**src/rtl/tmg_window_gen.sv**
```systemverilog
// tmg_window_gen: parametrised im2col window generator.
// Reads a FM_W x FM_H feature map from a synchronous single-port RAM and
// streams every KxK window (order oy, ox, ky, kx; kx innermost) as a flat
// element sequence. Each element goes through a 2-entry output FIFO.
// Optional build macro: TMG_ZERO_PAD_EN adds a one-element zero border.
// Padded elements never touch the RAM but keep the same latency and order.
//
// Handshake: an element transfers on a rising edge where m_valid && m_ready.
// m_valid stays high and m_data/m_last_win/m_last stay stable until that
// transfer happens. m_valid never depends on m_ready.
// dbg_state exposes the FSM state (0 idle, 1 run, 2 drain, 3 done).
module tmg_window_gen #(
  parameter int unsigned DW     = 8,
  parameter int unsigned AW     = 8,
  parameter int unsigned FM_W   = 8,
  parameter int unsigned FM_H   = 8,
  parameter int unsigned K      = 3,
  parameter int unsigned STRIDE = 1
) (
  input  logic          clk,
  input  logic          rst,
  input  logic          start,
  input  logic [AW-1:0] base_addr,
  output logic          busy,
  output logic          done,
  output logic          ram_rd,
  output logic [AW-1:0] ram_addr,
  input  logic [DW-1:0] ram_dout,
  output logic [DW-1:0] m_data,
  output logic          m_valid,
  input  logic          m_ready,
  output logic          m_last_win,
  output logic          m_last,
  output logic [1:0]    dbg_state
);

`ifdef TMG_ZERO_PAD_EN
  localparam int unsigned PAD = 1;
`else
  localparam int unsigned PAD = 0;
`endif

  localparam int unsigned OH = (FM_H + 2 * PAD - K) / STRIDE + 1;
  localparam int unsigned OW = (FM_W + 2 * PAD - K) / STRIDE + 1;
  localparam int unsigned CW = 16;

  localparam logic [CW-1:0] K_M1  = CW'(K - 1);
  localparam logic [CW-1:0] OW_M1 = CW'(OW - 1);
  localparam logic [CW-1:0] OH_M1 = CW'(OH - 1);

  generate
    if (K < 1 || STRIDE < 1 || K > FM_W || K > FM_H) begin : g_bad_geometry
      $error("tmg_window_gen: illegal K/STRIDE/map geometry");
    end
  endgenerate

  typedef enum logic [1:0] {
    S_IDLE  = 2'd0,
    S_RUN   = 2'd1,
    S_DRAIN = 2'd2,
    S_DONE  = 2'd3
  } state_t;

  typedef struct packed {
    logic          last;
    logic          last_win;
    logic [DW-1:0] data;
  } entry_t;

  state_t        state, state_n;
  logic [AW-1:0] base_q;
  logic [CW-1:0] oy, ox, ky, kx;

  logic [31:0]   row_p, col_p, src_row, src_col;
  logic          in_map;
  logic [AW-1:0] rd_addr;
  logic          kx_end, ky_end, ox_end, oy_end;
  logic          elem_last_win, elem_last;

  logic          pend;       // one element in flight (read or padded)
  logic          pend_pad;
  logic          pend_lw;
  logic          pend_last;

  entry_t        mem [2];
  entry_t        push_ent;
  logic          wr_ptr, rd_ptr;
  logic [1:0]    count;
  logic          pop;
  logic [1:0]    slots;
  logic          issue;
  logic          accept;

  assign accept = (state == S_IDLE) && start;

  // Map the window counters to a source coordinate and RAM address.
  always_comb begin
    row_p = 32'(oy) * STRIDE + 32'(ky);
    col_p = 32'(ox) * STRIDE + 32'(kx);
`ifdef TMG_ZERO_PAD_EN
    // Padded coordinates are offset by one; 0 and FM_x+1 are the zero border.
    in_map  = (row_p >= 32'd1) && (row_p <= FM_H) &&
              (col_p >= 32'd1) && (col_p <= FM_W);
    src_row = row_p - 32'd1;
    src_col = col_p - 32'd1;
`else
    in_map  = 1'b1;
    src_row = row_p;
    src_col = col_p;
`endif
    // Address wraps modulo 2^AW by truncation.
    rd_addr = AW'(32'(base_q) + src_row * FM_W + src_col);
  end

  assign kx_end        = (kx == K_M1);
  assign ky_end        = (ky == K_M1);
  assign ox_end        = (ox == OW_M1);
  assign oy_end        = (oy == OH_M1);
  assign elem_last_win = kx_end && ky_end;
  assign elem_last     = elem_last_win && ox_end && oy_end;

  // Credit check: a slot freed by a pop this cycle may be reused, which is
  // what sustains one element per cycle; occupancy plus in-flight never
  // exceeds the two FIFO entries.
  assign pop    = m_valid && m_ready;
  assign slots  = count + {1'b0, pend} - {1'b0, pop};
  assign issue  = (state == S_RUN) && (slots < 2'd2);
  assign ram_rd = issue && in_map;
  assign ram_addr = ram_rd ? rd_addr : '0;

  // State register.
  always_ff @(posedge clk or posedge rst) begin
    if (rst) state <= S_IDLE;
    else     state <= state_n;
  end

  // Next state plus busy/done decode.
  always_comb begin
    state_n = state;
    busy    = 1'b0;
    done    = 1'b0;
    case (state)
      S_IDLE: begin
        if (start) state_n = S_RUN;
      end
      S_RUN: begin
        busy = 1'b1;
        if (issue && elem_last) state_n = S_DRAIN;
      end
      S_DRAIN: begin
        busy = 1'b1;
        if (count == 2'd0 && !pend) state_n = S_DONE;
      end
      S_DONE: begin
        done    = 1'b1;
        state_n = S_IDLE;
      end
      default: state_n = S_IDLE;
    endcase
  end

  assign dbg_state = state;

  // Latch the map origin when a pass is accepted.
  always_ff @(posedge clk or posedge rst) begin
    if (rst)         base_q <= '0;
    else if (accept) base_q <= base_addr;
  end

  // Window counters advance only when an element is issued.
  always_ff @(posedge clk or posedge rst) begin
    if (rst) begin
      oy <= '0;
      ox <= '0;
      ky <= '0;
      kx <= '0;
    end else if (accept) begin
      oy <= '0;
      ox <= '0;
      ky <= '0;
      kx <= '0;
    end else if (issue) begin
      if (!kx_end) begin
        kx <= kx + 1'b1;
      end else begin
        kx <= '0;
        if (!ky_end) begin
          ky <= ky + 1'b1;
        end else begin
          ky <= '0;
          if (!ox_end) begin
            ox <= ox + 1'b1;
          end else begin
            ox <= '0;
            oy <= oy_end ? '0 : oy + 1'b1;
          end
        end
      end
    end
  end

  // Track the element in flight and its sideband flags for one cycle.
  always_ff @(posedge clk or posedge rst) begin
    if (rst) begin
      pend      <= 1'b0;
      pend_pad  <= 1'b0;
      pend_lw   <= 1'b0;
      pend_last <= 1'b0;
    end else begin
      pend      <= issue;
      pend_pad  <= issue && !in_map;
      pend_lw   <= elem_last_win;
      pend_last <= elem_last;
    end
  end

  assign push_ent.data     = pend_pad ? '0 : ram_dout;
  assign push_ent.last_win = pend_lw;
  assign push_ent.last     = pend_last;

  // Two-entry output FIFO; push and pop in one cycle leave occupancy as is.
  always_ff @(posedge clk or posedge rst) begin
    if (rst) begin
      mem[0] <= '0;
      mem[1] <= '0;
      wr_ptr <= 1'b0;
      rd_ptr <= 1'b0;
      count  <= 2'd0;
    end else begin
      if (pend) begin
        mem[wr_ptr] <= push_ent;
        wr_ptr      <= ~wr_ptr;
      end
      if (pop) rd_ptr <= ~rd_ptr;
      count <= count + {1'b0, pend} - {1'b0, pop};
    end
  end

  assign m_valid    = (count != 2'd0);
  assign m_data     = mem[rd_ptr].data;
  assign m_last_win = mem[rd_ptr].last_win;
  assign m_last     = mem[rd_ptr].last;

endmodule

```
**config.mk**
```make
export PLATFORM = sky130hd
export DESIGN_NAME = tmg_window_gen
export DESIGN_NICKNAME = d
export VERILOG_FILES = /design/src/rtl/tmg_window_gen.sv
export SDC_FILE = /design/constraint.sdc
export NUM_CORES = 1
export LEC_CHECK = 0
export CORE_ASPECT_RATIO = 0.9
export CORE_MARGIN = 8
export CORE_UTILIZATION = 59
export DETAILED_ROUTE_END_ITERATION = 12
export GPL_ROUTABILITY_DRIVEN = 0
export PLACE_DENSITY_LB_ADDON = 0.25
export SLEW_MARGIN = 15
export SYNTH_ARGS = -nofsm -noshare
export SYNTH_HDL_FRONTEND = slang
export SYNTH_SLANG_ARGS = --single-unit
```
**constraint.sdc**
```tcl
create_clock -name clk -period 3.92 [get_ports clk]
set_clock_uncertainty 0.15 [all_clocks]
set_input_delay 0.784 -clock clk [delete_from_list [all_inputs] [get_ports clk]]
set_output_delay 0.784 -clock clk [all_outputs]
set_load 0.01 [all_outputs]
```
# == Word-level counts from Yosys, hierarchy flattened ==
# Index checks and enable logic that the tools add are counted.
# word_totals
reg_bits,101
inputBits,20
output_inout_bits,24
elab_cells,99
# classes
n_addsub,10
n_lt_le_gt_ge,4
eq_ne,10
mux,31
bitwise_logic,4
reduce_logical,22
# ops
op,n
$mux W16,18
$add A16 B1 Y16 const B,4
$mux W10,4
$eq A16 B2 Y1 const B,2
$eq A16 B3 Y1 const B,2
$add A8 B8 Y8,3
$bwmux W20,1
$demux W10 S1,1
$reduce_bool A2 Y1,5
$logic_and A1 B1 Y1,9
$mux W8,1
$pmux W2 S4,1
$mux W2,3
$reduce_and A3 Y1,2
$add A5 B5 Y5,1
$eq A2 B2 Y1 const B,2
$ge A2 B2 Y1 const B,2
$logic_not A2 Y1,2
$ne A2 B2 Y1 const B,2
$not A1 Y2,2
$reduce_and A4 Y1,1
$add A2 B1 Y2,1
$eq A2 B1 Y1 const B,1
$lt A2 B1 Y1 const B,1
8 further kinds,10

# == Logic depth before layout (Yosys ltp) ==
# Gate-level depths: netlist of run 1.
# logic_depth
depth_word,8
mapped_depth,13

# == Least setup slack after synthesis of run 1 ==
# No wires, ideal clock.
# synth_path
path_type,register to output
from,register oy[0]
to,output ram_addr[7]
arrival_ns,2.653
required_ns,2.986
path_slack_ns,0.333
stages_incl_launch_ff,12
path_buffers,0
cell_sequence,dfrtp_1 -> ha_1 -> fa_1 -> inv_1 -> fa_1 -> inv_1 -> ha_1 -> a21oi_1 -> o21bai_1 -> a21oi_1 -> xnor2_1 -> nor2_1
# synth_between
elab_chain_len,4
# synth_rtl
element,line,rtl
start: declaration,72,"logic [CW-1:0] oy, ox, ky, kx;"
start signal: assignment,195,oy <= oy_end ? '0 : oy + 1'b1;
$add A5 B5 Y5,98,row_p = 32'(oy) * STRIDE + 32'(ky);
$add A8 B8 Y8 (2 in series),112,rd_addr = AW'(32'(base_q) + src_row * FM_W + src_col);
$mux W8,129,assign ram_addr = ram_rd ? rd_addr : '0;
end: declaration,27,"output logic [AW-1:0] ram_addr,"
# No other way between the ends.

# == Final worst setup path of run 1 ==
# layout_path
from,register base_q[3]
to,output ram_addr[7]
# layout_between
elab_chain_len,3
# layout_rtl
element,line,rtl
start: declaration,71,logic [AW-1:0] base_q;
start signal: assignment,167,else if (accept) base_q <= base_addr;
$add A8 B8 Y8 (2 in series),112,
$mux W8,129,
# No other way between the ends.

==> flow_summary.toml, run 1 <==
[timing]
fmax_mhz = 249
rsz0062_at_grt = "yes"
min_period_ns = 4.01
tightest_slew_ns = 0.894
setup_slack_ns = -0.0934
tns_ns = -0.197
final-hold-violation-count = 0
period_share_pct = 102
relSlewSlack_pct = 40.2
report.final.slew_viol_count = 0
setup_viol = 3

[flow_run]
drv_cap = 0

[finish]
layout.nets = 725
syn2layout_area_growth_pct = 19.2
final_cell_area_um2 = 7020
final_cell_mix = "101 x dfrtp_1, 52 x nor2_1, 49 x buf_4"
layout_commonest_cell = "dfrtp_1"
antennaDiodeCount = 0
fin_util_pct = 72.3
drive_above_1_share_pct = 20.0

[logic_synthesis]
yosysUniqueCellTypes = 57
yosysTopAreaCellShare_pct = 43.0
post-synth-top-area-cell = "dfrtp_1"
syn_inst = 579
ys_seq_area_share_pct = 43.0
ys_ff_latch = 101
avgSynthCellArea_um2 = 10.2
syn_area_um2 = 5880
async_reset_ff_share_pct = 100
ys.warnings.count = 0
syn_nets = 638
synth_area_leaders = "dfrtp_1 43%, mux2_2 6.5%, ha_1 5.5%"
synth_ff_type = "dfrtp_1"
synth_edf_count = 0

[clocking]
clockBufferDepth = 2
root_buffer = "clkbuf_8"
cts_buffers = 9
htree_levels = 3
cts_tree = "built"
insertion_delay_ns = 0.37
cts.sinks = 101
path_clk_slew_ns = 0.09
cts_hold_buf = 0

[worst_setup_path]
critical_path.max_stage_delay_ns = 0.53
endpoint_kind = "output pin"
required_ns = 2.99
critical_path_class = "register to output pin"
path_cells = "inv_2 > fa_1 > inv_1 > fa_1 > ha_1 > a21o_1 > a21oi_2 > o21bai_1 > a21oi_1 > xnor2_1 > nor2_1 > buf_2"
cp_slowest_cell = "fa_1"
critPathMaxFanout = 2
path_common_cell = "fa_1"
cp_data_arrival_time_ns = 3.08
cp-start-kind = "register"

[place]
dpl-instance-area_um2 = 6740
place_hpwl_um = 9940
io_buffers = 43

[power_and_ir_drop]
swShare_pct = 36.8
powerDensity_nw_per_um2 = 578
peakVddDrop_uv = 462
seqPwrFrac_pct = 33.2
p_clk_share_pct = 16.1
combPwrFrac_pct = 50.7
p_leak_uw = 0.00318
p_int_uw = 2560
power.net_switching_uw = 1490

[die]
pin_count = 44
start_util_pct = 60.7
coreArea_um2 = 9700
chipWidth_um = 121
dieArea_um2 = 13400
die_h_um = 111
rows = 34

[route]
viasPerCell = 5.84
drc = 0
drtPass1Iterations = 4
routed_wl_um = 13400
initialDrtViolationCount = 341
ant_nets = 0
wire_per_inst_um = 16.9
via_count = 4651

[grt]
grt_max_degree = 54
grt.total_usage_pct = 20.8
antenna_found_initial = 0
overflow = 0
grt_pass1_vias = 4845
grt_pass1_wl_um = 22900

[min_path]
hp-class = "register to register"

[outcome]
status = "complete, but fails checks"
violations = "setup timing"
==> cell families after synthesis <==
family / share of synthesized area (%)
buffers and inverters: 4.17
AND/OR/NAND/NOR: 19.3
adder cells (fa/ha/maj): 9.95
AO/OA/AOI/OAI: 8.99
flip-flops: 43.0
XOR/XNOR: 7.55
multiplexers: 7.04
==> power groups by stage <==
stage                     combinational, µW  clock (µW)  sequential, µW
after floorplan                        1150           0            1320
after global placement                 1940           0            1350
after detailed placement               2020           0            1370
after CTS                              2010         667            1350
after global routing                   2240         704            1370
final                                  2050         651            1350
==> flip-flops by register name, summed over array words and instances, names as in the netlist <==
name,count
kx,16
dbg_state,2
wr_ptr,1
count,2
mem,20
rd_ptr,1
pend_lw,1
pend,1
pend_last,1
ky,16
base_q,8
oy,16
ox,16
==> per-stage QoR <==
stage / hold slack (ns) / total power (µW) / setup slack [ns] / std cells
floorplan: 0.299 / 2470 / 0.333 / 579
global placement: 0.327 / 3300 / -0.159 / 775
detailed placement: 0.331 / 3390 / -0.208 / 775
CTS: 0.344 / 4020 / -0.0730 / 795
global route: 0.359 / 4320 / -0.217 / 797
finish: 0.352 / 4050 / -0.0934 / 797
==> cell type report <==
cell class | count | area, µm²
clock inverters | 3 | 17.5
clock buffers | 13 | 179
well taps | 126 | 158
flip-flops and latches | 101 | 2530
multi-input cells | 419 | 3170
repair buffers | 95 | 815
fillers | 698 | 2680
inverters | 40 | 153
==> cells in the mapped netlist, types with 7 or more instances <==
master,count
a21oi_1,11
xor2_1,20
nor2_1,52
nand4_1,19
buf_2,7
o21ai_1,11
xnor2_1,28
and3_1,10
dfrtp_1,101
ha_1,26
clkbuf_1,10
o21ai_0,30
fa_1,13
nand3_1,26
nand2_1,42
mux2_2,34
inv_1,40
o31ai_1,9
nor3_1,14
==> routing by layer <==
layer | GRT usage (%) | vias up | wire length, µm
li1 | - | 2199 | -
met1 | 25.8 | 2319 | 5790
met2 | 35.0 | 110 | 6800
met3 | 3.82 | 23 | 553
met4 | 7.72 | 0 | 293
met5 | 0 | - | 0
==> timing repair <==
item / 4_1_cts / 5_1_grt
buffers inserted: 4 / 2
resized for setup: 27 / 8
pin swaps: 6 / 7
cloned: 0 / 0
endpoints found under the setup margin: 9 / 5
==> final timing paths <==
path / from / endpoint / slack [ns] / cells after the start
setup / recovery: base_q[3] / ram_addr[7] / -0.09 / 12
hold / removal: wr_ptr / wr_ptr / 0.35 / 1
setup reg to reg: count[1] / oy[6] / 0.43 / 13
hold reg to reg: wr_ptr / wr_ptr / 0.35 / 1
max in group asynchronous: rst / ox[9] / 2.21 / 3
min in group asynchronous: rst / mem[14] / 0.68 / 2
==> critical path, delay by kind of cell, from the launching register on <==
family	cells	cell delay, ns
AO/OA/AOI/OAI	4	0.62
XOR/XNOR	1	0.14
adder cells (fa/ha/maj)	3	1.31
buffers and inverters	3	0.23
flip-flops	1	0.36
AND/OR/NAND/NOR	1	0.05
(Power assumes the default switching activity.)
==> inputs of run 2 (changes only) <==
SLEW_MARGIN = 10   (was 15)
==> results of run 2 <==
Final layout, timing and power as in run 1 (identical DEF).
==> inputs of run 3 (changes only) <==
CORE_ASPECT_RATIO = default   (was 0.9)
CORE_UTILIZATION = 50   (was 59)
==> run 3 against run 2 <==
The flow now finishes without violations. Total power rose by 3.5%. First-iteration DRC count rose by 5.3%. Final cell count rose by 1.3%. Critical path type unchanged.
==> flow_summary.toml, run 3 (synthesized netlist as in run 1, its figures left out) <==
[outcome]
status = "completed"

[finish]
fin_cells = 807
layout_commonest_cell = "dfrtp_1"
layout.nets = 718
fin_util_pct = 61.8
syn2layout_area_growth_pct = 20.5
filler_cell_count = 947
antennaDiodeCount = 0
largest_reg_flops = 20
drive_above_1_share_pct = 19.0
final_cell_mix = "101 x dfrtp_1, 52 x nor2_1, 43 x buf_4"
largest_register = "mem"

[grt]
top_usage_layer = "met2"
grt.total_usage_pct = 17.3
grtUsageMet2_pct = 30.0
grt_pass1_wl_um = 22400
globalRouteMet1Util_pct = 20.6
grt_max_degree = 54
overflow = 0
grt_pass1_vias = 4605
antenna_found_initial = 0
met3_usage_pct = 4.55

[timing]
setup_slack_ns = 0.0274
rsz0062_at_grt = "yes"
relSlewSlack_pct = 38.9
report.final.slew_viol_count = 0
holdWs_ns = 0.352
min_period_ns = 3.89
period_share_pct = 99.3
final-hold-violation-count = 0
setup_viol = 0
tightest_slew_ns = 0.915
fmax_mhz = 257

[route]
drc = 0
initialDrtViolationCount = 359
via_count = 4510
routed_wl_um = 13000
wire_per_inst_um = 16.1
drtPass1Iterations = 4
ant_nets = 0
viasPerCell = 5.59

[place]
pre_cts_ws_ns = -0.164
io_buffers = 43
numPlacedInstances = 791
place_hpwl_um = 9500

[power_and_ir_drop]
peakVddDrop_uv = 625
combPwrFrac_pct = 46.8
power_uw = 4190
power.net_switching_uw = 1490
swShare_pct = 35.6
p_clk_share_pct = 21.0
powerDensity_nw_per_um2 = 592
seqPwrFrac_pct = 32.2
p_int_uw = 2700
p_leak_uw = 0.00320

[die]
rows = 39
coreArea_um2 = 11500
dieArea_um2 = 15500
chipWidth_um = 124
pin_count = 44
die_h_um = 124
start_util_pct = 51.3

[clocking]
cts_tree = "built"
insertion_delay_ns = 0.35
htree_levels = 3
postCtsSetupRepairBufs = 0
path_clk_slew_ns = 0.07
clockBufferDepth = 2
cts_buffers = 9
cts.sinks = 101
root_buffer = "clkbuf_16"

[worst_setup_path]
critPathMaxFanout = 3
critical_path_class = "register to output pin"
cp-start-kind = "register"
required_ns = 2.99
endpoint_kind = "output pin"
cp_data_arrival_time_ns = 2.96

[flow_run]
drv_cap = 0

[min_path]
hp-class = "register to register"
## run 3: cell count changes in the layout (fill, tap and decap cells not counted), moves of 2 or more
cell / delta
clkbuf_16: +9
a21oi_2: +2
a21oi_1: -2
buf_6: -2
buf_4: -6
clkbuf_8: -13
## run 3: path summary, 6_finish.rpt
| kind | start | to | slack (ns) | depth (start not counted) |
|---|---|---|---|---|
| worst min-delay path | wr_ptr | wr_ptr | 0.35 | 1 |
| worst max-delay path | oy[0] | ram_addr[6] | 0.03 | 11 |
| min in group asynchronous | rst | mem[12] | 0.73 | 2 |
| worst max register to register | count[1] | ox[3] | 0.50 | 13 |
| worst min register to register | wr_ptr | wr_ptr | 0.35 | 1 |
| max in group asynchronous | rst | ky[5] | 2.20 | 3 |
## run 3: final cells by class
cell class / instances / area (µm²) / area share [%]
clock buffer: 10 / 229 / 3.23
clock inverter: 6 / 63.8 / 0.900
multi-input combinational: 419 / 3170 / 44.7
inverter: 40 / 153 / 2.15
sequential: 101 / 2530 / 35.7
timing repair buffer: 88 / 771 / 10.9
tap: 143 / 179 / 2.52
## run 3: metrics by stage
stage | cell area, µm² | setup TNS [ns]
after floorplan | 5880 | 0
after global placement | 6770 | -0.661
after detailed placement | 6770 | -1.75
after CTS | 7090 | 0
after global routing | 7090 | -0.304
final | 7090 | 0
## run 3: power groups by stage
stage	Sequential (µW)	Clock [µW]	Combinational [µW]
4_1_cts	1350	907	2000
3_3_place_gp	1360	0	1940
3_5_place_dp	1370	0	2000
2_1_floorplan	1320	0	1150
5_1_grt	1370	940	2160
6_report	1350	881	1960
## run 3: critical path, cell delays in order (launching register included)
cell	delay (ns)
dfrtp_1	0.38
ha_2	0.20
fa_1	0.48
inv_1	0.05
fa_1	0.47
inv_1	0.06
ha_4	0.24
a21o_1	0.17
a21oi_2	0.16
xor2_1	0.18
nor2_1	0.05
buf_2	0.13
## run 3: repair_timing
| item | in CTS | in global routing |
|---|---|---|
| endpoints found under the setup margin | 9 | 5 |
| hold buffers | 0 | 0 |
| gates resized for setup | 25 | 7 |
| pin swaps | 7 | 1 |
| cloned | 0 | 0 |
## run 3: routing by layer
metal	vias to the layer above	wire length, µm
met5	-	0
met4	0	156
met3	11	515
met2	84	6680
met1	2232	5670
li1	2183	-
==> patch 1 (settings of run 3) <==
The option `TMG_ZERO_PAD_EN` is turned on by a define.
--- a/src/rtl/tmg_window_gen.sv
+++ b/src/rtl/tmg_window_gen.sv
@@ -11,2 +11,4 @@
 // dbg_state exposes the FSM state (0 idle, 1 run, 2 drain, 3 done).
+`define TMG_ZERO_PAD_EN
+
 module tmg_window_gen #(
Check against the original RTL: not equivalent (a bounded check fails within 4 cycles, from zero or initial values and one cycle with rst high).
==> patch 1 against run 3 <==
  * The flow now finishes with violations (setup timing)
  * Power increased by 64%
  * Sequential cell count rose by 1
  * Count of clock-buffer cells in the layout rose by 2
  * Worst setup slack worse by 1.0 ns
  * Routed wire length is 69% higher
  * Area after synthesis grew 27%
  * Fmax down 21%
  * Clock power increased by 2.3%
  * Design area rose by 42%
==> patch 1: results (changes against run 3) <==
[status]
run_status=complete, but fails checks
failed_checks=setup timing

[placed_design]
placement.setup.worst_slack_ns=-1.20  ; -1.03 ns

[yosys]
yosys.cell_types.count=61  ; +7.0%
mappedNetlistNets=966  ; +51%
synth_top_area_share_pct=34.2  ; -8.8 points
yosys-top-cells-count=102 x dfrtp_1, 96 x nand2_1, 94 x o21ai_0, 62 x ha_1, 55 x a21oi_1

[routing]
wl_um=22000  ; +69%
drtPass1Iterations=5  ; +1
drt_first_iter_violations=613  ; +71%

[power_and_ir_drop]
cellPowerDensity_mw_per_mm2=680  ; +15%
combinationalPowerShare_pct=66.2  ; +19 points
leakagePower_uw=0.00484  ; +51%
power.sequential.fraction_pct=20.7  ; -12 points
vdd_drop_max_v=0.000604  ; -3.5%
net_load_switching_power_uw=2900  ; +94%

[global_route]
groute.usage.overall_pct=22.6  ; +5.3 points
global_route.usage.met3_pct=4.69  ; +0.14 points
grt_first_pass_wirelength_um=35800  ; +60%
gr-usage-met1_pct=29.4  ; +8.9 points

[timing]
timing.final.setup_violations=9  ; +9
timing.max_slew.rel_slack_pct=54.0  ; +15 points
worst_slack_ns=-1.01  ; -1.04 ns

[critical_path]
r2r.worst_path.cells=12  ; -1
worstSetupEndpoint=ram_addr[7]
minimum_setup_slack_among_reg_to_reg_paths_ns=0.09  ; -0.41 ns

[clock_tree]
ctsResizeCount=54  ; +120%

[hold_path]
holdPathStages=2  ; +1
worstHoldEndpoint=mem[12]

[layout]
final_nets=1195  ; +66%

[patch 1: changes by cell type in the layout (fill, tap and decap cells not counted), sizes merged, moves of 21 or more]
| cell | run 3 | this run |
|---|---|---|
| buf | 47 | 217 |
| o21ai | 41 | 96 |
| nand2 | 42 | 96 |
| a21oi | 12 | 55 |
| ha | 26 | 62 |
| mux2 | 35 | 14 |
[patch 1: metrics by stage]
step,instance area [sq um],hold WS (ns),std cells
after floorplan,7570,0.294,877
after global placement,9540,0.309,1260
after detailed placement,9540,0.317,1260
after CTS,10000,0.333,1293
after global routing,10100,0.362,1295
final,10100,0.329,1295
[patch 1: worst max-delay path: cells and delay by family (launching register included)]
family	cells	cell delay [ns]
AOI/OAI and AO/OA	4	0.75
xor gates and xnor gates	3	0.63
adders and majority gates	4	1.32
buffers and inverters	4	0.39
DFF	1	0.41
and+or+nand+nor	2	0.12
[patch 1: cell families (layout without fill, tap and decap cells)]
group | count (synthesis) | count (layout) | synth area share (%)
buffers and inverters | 85 | 318 | 4.39
AOI/OAI and AO/OA | 221 | 221 | 17.5
adders and majority gates | 69 | 69 | 12.3
and+or+nand+nor | 334 | 335 | 23.2
DFF | 102 | 102 | 34.2
xor gates and xnor gates | 48 | 48 | 5.81
muxes | 18 | 18 | 2.65
[patch 1: layer usage]
| metal | up-vias | wire length (um) |
|---|---|---|
| li1 | 3629 | - |
| met1 | 3527 | 9550 |
| met2 | 292 | 10200 |
| met3 | 62 | 1560 |
| met4 | 0 | 753 |
| met5 | - | 0 |
[patch 1: layout make-up]
class	count	area, sq um
Multi-Input combinational cell	691	4800
Fill cell	1104	4510
Sequential cell	102	2550
Timing Repair Buffer	251	2010
Clock buffer	12	267
Tap cell	184	230
Inverter	51	194
Clock inverter	4	30.0
==> patch 2 (flow settings as in run 3) <==
Without the edit above. Register the output `dbg_state` once more, cleared by the reset; this adds one clock of latency there. The other outputs are not delayed to match.
--- a/src/rtl/tmg_window_gen.sv
+++ b/src/rtl/tmg_window_gen.sv
@@ -161,3 +161,9 @@
 
-  assign dbg_state = state;
+  always_ff @(posedge clk or posedge rst) begin
+    if (rst) begin
+      dbg_state <= '0;
+    end else begin
+      dbg_state <= state;
+    end
+  end
 
Check against the original RTL: not equivalent (a bounded check fails within 4 cycles, from zero or initial values and one cycle with rst high).
==> patch 2 against run 3 <==
  * The flow now finishes with violations (setup timing)
  * Design area is 1.4% higher
  * Power increased by 22%
  * Utilization decreased by 1.2 points
  * Area after synthesis grew 1.5%
  * Routed wire length decreased by 0.63%
  * Sequential cell count up 2
  * Worst setup slack got worse by 0.18 ns
==> patch 2: results (changes against run 3) <==
[layout]
post_layout_nonfiller_instances=808  ; +0.12%
final_core_util_pct=60.6  ; -1.2 points
largest-register=mem
post_route_cells_drive_above_1_share_pct=21.3  ; +2.4 points
final_nets=715  ; -0.42%
largest_register_ff_count=20  ; unchanged
antenna_cells_inserted=0  ; unchanged

[power_and_ir_drop]
power.switching_fraction_pct=38.4  ; +2.8 points
vdd_drop_max_v=0.000452  ; -28%
leakagePower_uw=0.00328  ; +2.5%

[critical_path]
r2r.worst_path.cells=11  ; -2
crit_arrival_ns=3.14  ; +0.18 ns
slowest_delay_ns=0.53  ; +0.05 ns
crit-reg2reg-launch=count[1]
crit_path_max_fanout=3  ; unchanged
slowest_stage_cell_cp=fa_2
minimum_setup_slack_among_reg_to_reg_paths_ns=0.59  ; +0.09 ns
worst_r2r_endpoint=oy[9]

[hold_path]
worstHoldEndpoint=dbg_state[1]
holdPathStages=0  ; -1
min_from=state[1]
hold_path.class=register to register

[placed_design]
hpwl_um=9360  ; -1.5%
cell_total_after_placement=788  ; -0.38%
port_buffers=43  ; unchanged
dpl-instance-area_sq_mm=0.00682  ; +0.78%
placement.setup.worst_slack_ns=-0.307  ; -0.143 ns

[global_route]
grt_antenna_before_repair=0  ; unchanged
grt_start_max_net_pins=69  ; +28%
groute.usage.overall_pct=17.0  ; -0.33 points
grt_first_pass_wirelength_um=21900  ; -2.2%
first_global_vias=4466  ; -3.0%

[clock_tree]
cts_inserted_buffers=9  ; unchanged
buffer_depth_of_the_longest_clock_path=2  ; unchanged

[yosys]
synth_area_leaders=dfrtp_1 43%, mux2_2 6.4%, ha_1 5.4%, fa_1 4.4%, xnor2_1 4.1%
synthesis.instances=572  ; -1.2%
synth_sequential_area_ratio_pct=43.2  ; +0.20 points
mappedNetlistNets=631  ; -1.1%
yosys-top-cells-count=103 x dfrtp_1, 53 x nor2_1, 45 x nand2_1, 40 x inv_1, 34 x mux2_2
synth_top_flop_cell=dfrtp_1
yosys.cell_types.count=53  ; -7.0%

[timing]
worst_slack_ns=-0.152  ; -0.180 ns
worst-slew-pin-transition_ns=0.884  ; -0.0310 ns
fin_tns_setup_ns=-0.235  ; -0.235 ns
finalHoldWorstSlack_ns=0.315  ; -0.0368 ns
timing.final.setup_violations=2  ; +2

[status]
failed_checks=setup timing
run_status=complete, but fails checks

[routing]
wl_um=12900  ; -0.63%
via_count=4420  ; -2.0%
drt_first_iter_violations=274  ; -24%

## patch 2: logic make-up (layout without fill, tap and decap cells)
| family | after synthesis | after routing | share of synthesized area [%] |
|---|---|---|---|
| buf+inv | 55 | 144 | 4.00 |
| flops | 103 | 103 | 43.2 |
| compound gates | 73 | 73 | 7.94 |
| fa+ha+maj | 39 | 39 | 9.80 |
| xor+xnor | 53 | 53 | 8.02 |
| simple gates | 213 | 213 | 20.3 |
| mux | 36 | 36 | 6.77 |
## patch 2: final cells by class
type / instances / area [sq um]
inverter: 40 / 153
clock buffer: 10 / 239
tap: 147 / 184
multi-input combinational: 414 / 3210
fill: 980 / 4670
clock inverter: 6 / 56.3
sequential: 103 / 2580
timing repair buffer: 88 / 766
## patch 2: metal layers
metal | global-route usage, % | wire [um]
met4 | 5.87 | 212
met1 | 22.0 | 6220
met5 | 0 | 0
met2 | 28.0 | 6140
met3 | 3.14 | 374
## patch 2: how the worst max path moves through the flow
stage / from / end / slack [ns] / cells after the start
5_1_grt: ky[0] / ram_addr[7] / -0.23 / 12
3_5_place_dp: oy[0] / ram_addr[7] / -0.31 / 12
2_1_floorplan: rst / base_q[0] / 0.28 / 1
4_1_cts: oy[0] / ram_addr[7] / -0.13 / 12
3_3_place_gp: oy[0] / ram_addr[7] / -0.23 / 12
6_report: ky[0] / ram_addr[7] / -0.15 / 12
## patch 2: power by group through the flow
stage	combinational, uW	clock, uW	sequential, uW
3_3_place_gp	2390	0	1490
3_5_place_dp	2480	0	1510
5_1_grt	3010	950	1530
2_1_floorplan	1550	0	1470
4_1_cts	2560	914	1490
6_report	2730	889	1490
## patch 2: timing repair
action,4_1_cts,5_1_grt
pin swaps,7,11
buffers inserted,0,4
resized for setup,24,12
setup endpoints to repair,6,5
hold buffers,0,0
